<file path="config.mk">
export PLATFORM = sky130hd
export DESIGN_NAME = afe_l2_addr_gen_type2
export DESIGN_NICKNAME = d
export VERILOG_FILES = /design/src/rtl/afe_addr_gen_pkg.sv /design/src/rtl/afe_l2_addr_gen_ch.sv /design/src/rtl/afe_l2_addr_gen_type2.sv
export SDC_FILE = /design/constraint.sdc
export NUM_CORES = 2
export LEC_CHECK = 0
export ABC_AREA = 1
export BUFFER_PORTS_ARGS = -buffer_cell sky130_fd_sc_hd__buf_2
export CAP_MARGIN = 10
export CORE_AREA = 2 2 354 356
export CTS_CLUSTER_DIAMETER = 200
export DETAILED_ROUTE_END_ITERATION = 10
export DIE_AREA = 0 0 356 358
export PLACE_DENSITY = 0.8
export SLEW_MARGIN = 5
export SYNTH_ARGS = -nofsm -noshare
export SYNTH_HDL_FRONTEND = slang
export SYNTH_SLANG_ARGS = --single-unit
</file>
<file path="constraint.sdc">
create_clock -name clk_i -period 30.3 [get_ports clk_i]
set_input_delay 3.03 -clock clk_i [delete_from_list [all_inputs] [get_ports clk_i]]
set_output_delay 3.03 -clock clk_i [all_outputs]
set_load 0.01 [all_outputs]
</file>
<file path="src/rtl/afe_addr_gen_pkg.sv">
// Shared types and constants for the multi-channel L2 address generator.
// Contents:
//   AG_* widths      default field widths used by the per-channel shadow config
//   state_e          per-channel FSM state (IDLE, RUN)
//   mode_e           addressing mode (MODE_LINEAR, MODE_STRIDED)
//   shadow_cfg_t     configuration captured at start / reload of a pass
package afe_addr_gen_pkg;

  localparam int unsigned AG_AWIDTH         = 12;
  localparam int unsigned AG_TRANS_SIZE     = 16;
  localparam int unsigned AG_STRIDE_SIZE    = 14;
  localparam int unsigned AG_SUBCH_ID_WIDTH = 2;
  localparam int unsigned AG_ELEM_BYTES     = 4;

  typedef enum logic {
    IDLE,
    RUN
  } state_e;

  typedef enum logic {
    MODE_LINEAR,
    MODE_STRIDED
  } mode_e;

  // The start address is not kept here: it lives on in row_base / curr_addr,
  // and a reload always takes the live start address.
  typedef struct packed {
    logic [AG_TRANS_SIZE-1:0]  size;
    logic [AG_STRIDE_SIZE-1:0] stride;
    logic [AG_STRIDE_SIZE-1:0] row_len;
    mode_e                     mode;
  } shadow_cfg_t;

endpackage

</file>
<file path="src/rtl/afe_l2_addr_gen_ch.sv">
// One L2 address-generator channel: IDLE/RUN FSM, shadow config, address and
// byte counters, end / half-buffer events and sticky overflow flag.
// Ports:
//   clk_i, rst_i                 clock, asynchronous active-high reset
//   cfg_*                        live configuration and start / clear pulses
//   hit                          transfer with matching sub-id (any state)
//   acc                          accepted transfer (hit while running)
//   curr_addr, wr_ptr,
//   bytes_left                   registered channel status
//   en                           channel running
//   ch_event, half_event         one-cycle event pulses
//   overflow                     sticky: hit while idle
module afe_l2_addr_gen_ch
  import afe_addr_gen_pkg::*;
#(
  parameter int unsigned ELEM_BYTES = AG_ELEM_BYTES
) (
  input  logic                      clk_i,
  input  logic                      rst_i,
  input  logic [AG_AWIDTH-1:0]      cfg_start,
  input  logic [AG_TRANS_SIZE-1:0]  cfg_size,
  input  logic [AG_STRIDE_SIZE-1:0] cfg_stride,
  input  logic [AG_STRIDE_SIZE-1:0] cfg_row_len,
  input  logic                      cfg_mode,
  input  logic                      cfg_continuous,
  input  logic                      cfg_half_evt_en,
  input  logic                      cfg_en,
  input  logic                      cfg_clr,
  input  logic                      hit,
  input  logic                      acc,
  output logic [AG_AWIDTH-1:0]      curr_addr,
  output logic [AG_TRANS_SIZE-1:0]  wr_ptr,
  output logic [AG_TRANS_SIZE-1:0]  bytes_left,
  output logic                      en,
  output logic                      ch_event,
  output logic                      half_event,
  output logic                      overflow
);

  localparam logic [AG_AWIDTH-1:0]      ADDR_STEP = AG_AWIDTH'(ELEM_BYTES);
  localparam logic [AG_TRANS_SIZE-1:0]  CNT_STEP  = AG_TRANS_SIZE'(ELEM_BYTES);
  localparam logic [AG_STRIDE_SIZE-1:0] ROW_STEP  = AG_STRIDE_SIZE'(ELEM_BYTES);

  state_e                    state;
  shadow_cfg_t               shadow;
  logic [AG_AWIDTH-1:0]      row_base;
  logic [AG_STRIDE_SIZE-1:0] row_cnt;
  logic                      half_done;

  logic                      advance;
  logic                      last;
  logic                      strided;
  logic                      row_done;
  logic                      half_hit;
  logic                      do_load;
  logic [AG_TRANS_SIZE-1:0]  wr_ptr_nxt;
  logic [AG_STRIDE_SIZE-1:0] row_cnt_nxt;
  logic [AG_AWIDTH-1:0]      next_base;

  assign en          = (state == RUN);
  assign advance     = en && acc;
  assign last        = (bytes_left <= CNT_STEP);
  assign wr_ptr_nxt  = wr_ptr + CNT_STEP;
  assign row_cnt_nxt = row_cnt + ROW_STEP;
  assign strided     = (shadow.mode == MODE_STRIDED) && (shadow.row_len != '0);
  assign row_done    = (row_cnt_nxt >= shadow.row_len);
  // Stride wider than the address is truncated: address math wraps silently.
  assign next_base   = row_base + AG_AWIDTH'(shadow.stride);
  assign half_hit    = cfg_half_evt_en && !half_done && (wr_ptr_nxt >= (shadow.size >> 1));
  // Same capture for a fresh start and for a continuous-mode reload.
  assign do_load     = (!en && cfg_en && (cfg_size != '0)) ||
                       (advance && last && cfg_continuous);

  // NOTE: every register in this block uses <= so that all updates see the
  // pre-edge values; later assignments in the block override earlier ones.
  always_ff @(posedge clk_i or posedge rst_i) begin
    if (rst_i) begin
      state      <= IDLE;
      shadow     <= '0;
      row_base   <= '0;
      row_cnt    <= '0;
      half_done  <= 1'b0;
      curr_addr  <= '0;
      wr_ptr     <= '0;
      bytes_left <= '0;
      ch_event   <= 1'b0;
      half_event <= 1'b0;
      overflow   <= 1'b0;
    end else if (cfg_clr) begin
      // Clear beats start, accept and reload, and suppresses any event.
      state      <= IDLE;
      shadow     <= '0;
      row_base   <= '0;
      row_cnt    <= '0;
      half_done  <= 1'b0;
      curr_addr  <= '0;
      wr_ptr     <= '0;
      bytes_left <= '0;
      ch_event   <= 1'b0;
      half_event <= 1'b0;
      overflow   <= 1'b0;
    end else begin
      ch_event   <= 1'b0;
      half_event <= 1'b0;

      if (hit && !en) overflow <= 1'b1;

      if (advance) begin
        if (half_hit) begin
          half_event <= 1'b1;
          half_done  <= 1'b1;
        end
        if (last) begin
          // Final (possibly partial) element: address stays on it.
          ch_event <= 1'b1;
          if (!cfg_continuous) begin
            state      <= IDLE;
            wr_ptr     <= shadow.size;
            bytes_left <= '0;
          end
        end else begin
          wr_ptr     <= wr_ptr_nxt;
          bytes_left <= bytes_left - CNT_STEP;
          if (strided && row_done) begin
            row_base  <= next_base;
            curr_addr <= next_base;
            row_cnt   <= '0;
          end else begin
            if (strided) row_cnt <= row_cnt_nxt;
            curr_addr <= curr_addr + ADDR_STEP;
          end
        end
      end

      if (do_load) begin
        state      <= RUN;
        shadow     <= '{size: cfg_size, stride: cfg_stride, row_len: cfg_row_len,
                        mode: mode_e'(cfg_mode)};
        curr_addr  <= cfg_start;
        row_base   <= cfg_start;
        row_cnt    <= '0;
        wr_ptr     <= '0;
        bytes_left <= cfg_size;
        half_done  <= 1'b0;
      end
    end
  end

endmodule

</file>
<file path="src/rtl/afe_l2_addr_gen_type2.sv">
// Multi-channel L2 address generator between the ADC register interface and
// the uDMA RX channel mux. Decodes accepted transfers per channel and
// instantiates one independent afe_l2_addr_gen_ch per channel.
// Ports:
//   clk_i, rst_i           clock, asynchronous active-high reset
//   cfg_*_i                per-channel configuration, start and clear pulses
//   udma_subch_id_i        sub-channel id of the sample being consumed
//   udma_vtransfer_i       per-channel valid transfer
//   curr_addr_o, wr_ptr_o,
//   bytes_left_o, en_o     per-channel registered status
//   ch_event_o,
//   half_event_o           per-channel one-cycle event pulses
//   overflow_o             per-channel sticky overflow flag
module afe_l2_addr_gen_type2
  import afe_addr_gen_pkg::*;
#(
  parameter int unsigned AWIDTH         = AG_AWIDTH,
  parameter int unsigned TRANS_SIZE     = AG_TRANS_SIZE,
  parameter int unsigned STRIDE_SIZE    = AG_STRIDE_SIZE,
  parameter int unsigned NUM_CHS        = 8,
  parameter int unsigned SUBCH_ID_WIDTH = AG_SUBCH_ID_WIDTH,
  parameter int unsigned ELEM_BYTES     = AG_ELEM_BYTES
) (
  input  logic                                     clk_i,
  input  logic                                     rst_i,
  input  logic [NUM_CHS-1:0][AWIDTH-1:0]           cfg_startaddr_i,
  input  logic [NUM_CHS-1:0][TRANS_SIZE-1:0]       cfg_size_i,
  input  logic [NUM_CHS-1:0][STRIDE_SIZE-1:0]      cfg_stride_i,
  input  logic [NUM_CHS-1:0][STRIDE_SIZE-1:0]      cfg_row_len_i,
  input  logic [NUM_CHS-1:0]                       cfg_mode_i,
  input  logic [NUM_CHS-1:0][SUBCH_ID_WIDTH-1:0]   cfg_subch_id_i,
  input  logic [NUM_CHS-1:0]                       cfg_continuous_i,
  input  logic [NUM_CHS-1:0]                       cfg_half_evt_en_i,
  input  logic [NUM_CHS-1:0]                       cfg_en_i,
  input  logic [NUM_CHS-1:0]                       cfg_clr_i,
  input  logic [SUBCH_ID_WIDTH-1:0]                udma_subch_id_i,
  input  logic [NUM_CHS-1:0]                       udma_vtransfer_i,
  output logic [NUM_CHS-1:0][AWIDTH-1:0]           curr_addr_o,
  output logic [NUM_CHS-1:0][TRANS_SIZE-1:0]       wr_ptr_o,
  output logic [NUM_CHS-1:0][TRANS_SIZE-1:0]       bytes_left_o,
  output logic [NUM_CHS-1:0]                       en_o,
  output logic [NUM_CHS-1:0]                       ch_event_o,
  output logic [NUM_CHS-1:0]                       half_event_o,
  output logic [NUM_CHS-1:0]                       overflow_o
);

  logic [NUM_CHS-1:0] hit;
  logic [NUM_CHS-1:0] acc;

  for (genvar i = 0; i < NUM_CHS; i++) begin : g_ch
    // hit also drives the idle-overflow detection, acc only the advance.
    assign hit[i] = udma_vtransfer_i[i] && (udma_subch_id_i == cfg_subch_id_i[i]);
    assign acc[i] = en_o[i] && hit[i];

    afe_l2_addr_gen_ch #(
      .ELEM_BYTES (ELEM_BYTES)
    ) u_ch (
      .clk_i           (clk_i),
      .rst_i           (rst_i),
      .cfg_start       (cfg_startaddr_i[i]),
      .cfg_size        (cfg_size_i[i]),
      .cfg_stride      (cfg_stride_i[i]),
      .cfg_row_len     (cfg_row_len_i[i]),
      .cfg_mode        (cfg_mode_i[i]),
      .cfg_continuous  (cfg_continuous_i[i]),
      .cfg_half_evt_en (cfg_half_evt_en_i[i]),
      .cfg_en          (cfg_en_i[i]),
      .cfg_clr         (cfg_clr_i[i]),
      .hit             (hit[i]),
      .acc             (acc[i]),
      .curr_addr       (curr_addr_o[i]),
      .wr_ptr          (wr_ptr_o[i]),
      .bytes_left      (bytes_left_o[i]),
      .en              (en_o[i]),
      .ch_event        (ch_event_o[i]),
      .half_event      (half_event_o[i]),
      .overflow        (overflow_o[i])
    );
  end

endmodule
</file>
==> results.md <==
STA
* 0.192 — worst rel slew slack
* 7.03 ns — Period minus WS final
* 0.477 ns — Worst Hold Slack
* 0 — final number of setup-violating endpoints
* no — unrepaired setup endpoints after global routing
* 0.0346 ns — clock skew after layout
* 1.21 ns — slew at the pin with the worst max-slew slack
* 0 — final count of pins violating max slew
* 0 — final hold violation count
* 142 MHz — highest attainable clock frequency
* 23.27 ns — post-layout worst setup margin
* 0 ns — final total negative setup slack
* 0.232 — fraction of the cycle the final worst path needs

Critical path
* buf_2, inv_8, buf_4, buf_12, buf_4, buf_12, buf_4 — cells traversed along the worst timing path
* 173 — peak fanout along the critical path
* primary input to asynchronous set/reset pin — critical path class
* asynchronous set/reset pin — Worst setup EP type
* 25.96 ns — Reg2Reg Setup Slack
* 31.10 ns — Data required, critical path
* 12 — R2R depth
* buffers and inverters — largest delay contributor family on the critical path
* 7.83 ns — data arrival time of the critical path
* buf_4 — cell with the most instances on the worst path
* primary input — Worst setup SP type
* 7 — total buffers and inverters traversed by the critical path
* 0.86 ns — Worst path max stage delay
* g_ch[6].u_ch.bytes_left[15] — worst flop-to-flop path endpoint
* g_ch[6].u_ch.bytes_left[3] — startpoint of the worst-slack reg-to-reg timing path
* buf_4 — Worst path slowest cell

Placement
* 66400 um2 — placed standard-cell area
* 10900 — Placed Instances
* 883 — Port Buffer Count
* 22.27 ns — worst setup slack after placement
* 155000 um — half-perimeter wire length after detailed placement
* 1.03 — GP Congestion

Synthesis
* 0 — number of warnings issued by yosys
* 1.00 — share of flip-flops with an asynchronous set or reset
* 8678 — gate count after technology mapping
* dfrtp_1 (38%), nand2_1 (17%), ha_1 (7.0%) — top area cells in the synthesized netlist
* 9546 — net count of the mapped netlist
* 0.379 — post-synthesis sequential area ratio
* 928 — synthesized flop and latch total
* dfrtp_1 — most common flop cell mapped by yosys
* dfrtp_1 — post-synthesis cell type with the largest combined area
* 7.05 um2 — synthesized area per cell
* 53 — Distinct cells, synth
* 0.379 — fraction of synthesized cell area taken by the top area cell type
* 61200 um2 — Cell Area, Synth
* 0 — count of flip-flops with a built-in enable after synthesis

Power
* 0.329 — relative contribution of combinational cells to total power
* 1.71 mW — sw power
* 0.319 — clock power share
* 39.2 nW — static power due to leakage
* 63.3 nW/um2 — total power per unit cell area
* 0.0602 mV — maximum resistive drop on vdd
* 2.75 mW — internal power contribution
* 0.383 — switching share of power
* 0.352 — part of the total power dissipated in sequential elements

Final layout
* 10300 — Final #Nets
* 23200 um2 — Storage cell area
* 11200 — fin cells
* 32200 um2 — area taken by multi-input logic gates
* nand2_1 (2788), inv_1 (1115), dfrtp_1 (928), buf_2 (883), nor2_1 (707) — leading cell types in the layout, fill and taps excluded
* nand2_1 — most frequent standard cell in the layout excluding fill and tap cells
* 14.9% — layout overhead on the synthesized area
* 70300 um2 — summed area of non-filler cells in the final layout
* 11500 — fill count
* 0.130 — share of layout cells above drive strength 1

Clock network
* 0.06 ns — Clock Pin Slew Worst Setup and Hold Paths
* 104 — number of buffers inserted during clock tree synthesis
* 3 — count of H-tree levels built during CTS
* 0 — Post-CTS Hold Buffers
* 0.74 ns — worst skew pair latency
* 0 — post-CTS setup-driven buffer insertion count
* 928 — Sink Count
* clkbuf_16 — buffer cell driving the clock tree root
* 3 — maximum number of buffers from clock root to sink
* done — clock tree from TritonCTS
* 0 — # resized after CTS

Job
* 0 — number of violations of the max-capacitance limit

Floorplanning
* 0.496 — Initial Util
* 127000 um2 — die area
* 358 um — vertical die dimension
* 900 — ports placed on the boundary
* 129 — num rows
* 356 um — width of the die
* 123000 um2 — Core Area

Min path
* 2 — worst hold path stage count
* g_ch[5].u_ch.shadow[15] — endpoint with the worst hold slack
* g_ch[5].u_ch.shadow[15] — hold path startpoint
* register to register — worst hold-check path type

Route
* 5.53 — vias per cell
* 61700 — Via Count
* 0 — detailed-route DRC error count
* 0 — number of routed nets with antenna violations
* 205000 um — total wire length
* 18.4 um — average wire per cell in the routed design
* 9 — detailed-routing iteration count for the pre-antenna-repair pass
* 6178 — Detailed Route Iter0 Violations

Global route
* 0.312 — Tot GR Track Use
* 318000 um — first-pass GRT wire length
* 174 — pin count of the biggest net entering global routing
* 58200 — number of global-route vias before repair
* 50 — initial antenna violation count
* 0 — overall overflow remaining after global route

Run status
* complete, no violations — result of the run

[stage by stage]
step,total power [mW],utilization
global placement,2.98,0.539
global route,4.71,0.570
floorplan,2.55,-
finish,4.45,0.570
CTS,4.44,0.569
detailed placement,3.01,0.539
[how the worst max path moves through the flow]
stage               start                          to  slack (ns)  cells past startpoint
floorplan           rst_i  g_ch[0].u_ch.bytes_left[0]        1.18                      1
global placement    rst_i   g_ch[5].u_ch.curr_addr[3]       22.33                      7
detailed placement  rst_i     g_ch[5].u_ch.shadow[34]       22.27                      7
CTS                 rst_i     g_ch[5].u_ch.shadow[34]       23.09                      7
global route        rst_i     g_ch[5].u_ch.shadow[34]       22.53                      7
finish              rst_i     g_ch[5].u_ch.shadow[34]       23.27                      7
[worst min-delay path: stages (launching register included)]
cell     delay (ns)
dfrtp_1        0.34
nand2_1        0.05
nand2_1        0.05
[layer usage]
metal | vias up | GRT usage | wire [um]
li1 | 29300 | - | -
met5 | - | 0 | 158
met2 | 2783 | 0.488 | 91900
met3 | 565 | 0.0658 | 18900
met1 | 29000 | 0.407 | 83100
met4 | 24 | 0.162 | 11400
[logic make-up (layout without fill, tap and decap cells)]
group           count (synthesis)  count (layout)  synth area share
xor+xnor                      242             242            0.0346
fa+ha+maj                     352             352            0.0729
simple gates                 4584            4584             0.314
other cells                     0              41                 0
buf+inv                      1446            2250            0.0953
compound gates               1126            1126             0.104
flops                         928             928             0.379
[registers in the layout, summed over array words and instances, names as in the netlist]
register,flops
g_ch.u_ch.en,8
g_ch.u_ch.bytes_left,128
g_ch.u_ch.row_cnt,96
g_ch.u_ch.wr_ptr,128
g_ch.u_ch.ch_event,8
g_ch.u_ch.shadow,344
g_ch.u_ch.half_event,8
g_ch.u_ch.row_base,96
g_ch.u_ch.curr_addr,96
g_ch.u_ch.overflow,8
g_ch.u_ch.half_done,8
[cell type report]
| type | count | area share |
|---|---|---|
| tap | 1637 | 0.0291 |
| inverter | 1142 | 0.0611 |
| antenna | 41 | 0.00146 |
| clock inverter | 57 | 0.0126 |
| multi-input combinational | 6304 | 0.457 |
| clock buffer | 137 | 0.0415 |
| sequential | 928 | 0.330 |
| timing repair buffer | 914 | 0.0667 |
[cells in the mapped netlist, types with 8 or more instances]
cell type  number
nand3_2         8
nor3_1         97
buf_6           9
inv_1        1116
buf_1          17
xor2_1        212
xnor2_1        30
or2_2          33
nor4_1          9
nor2_2         13
inv_2          20
o21ai_0       625
nand3b_1       15
nor2_1        707
nand2_1      2788
fa_1            8
a21oi_1       195
clkbuf_1      125
o21bai_1       20
buf_4          58
a31oi_1        11
nand3_1       662
a22o_1         80
o2111ai_1      14
o22ai_1        99
buf_2          95
a21o_1         15
nand2_2        24
ha_1          344
a31o_2         12
o21a_1         21
dfrtp_1       928
nand4_1       196
o21ai_1        21
[power groups by stage]
stage	Combinational (mW)	Clock, mW	Sequential (mW)
3_5_place_dp	1.43	0	1.58
3_3_place_gp	1.40	0	1.57
4_1_cts	1.45	1.43	1.56
5_1_grt	1.64	1.49	1.58
2_1_floorplan	0.972	0	1.58
6_report	1.47	1.42	1.57
(Power assumes the default switching activity.)
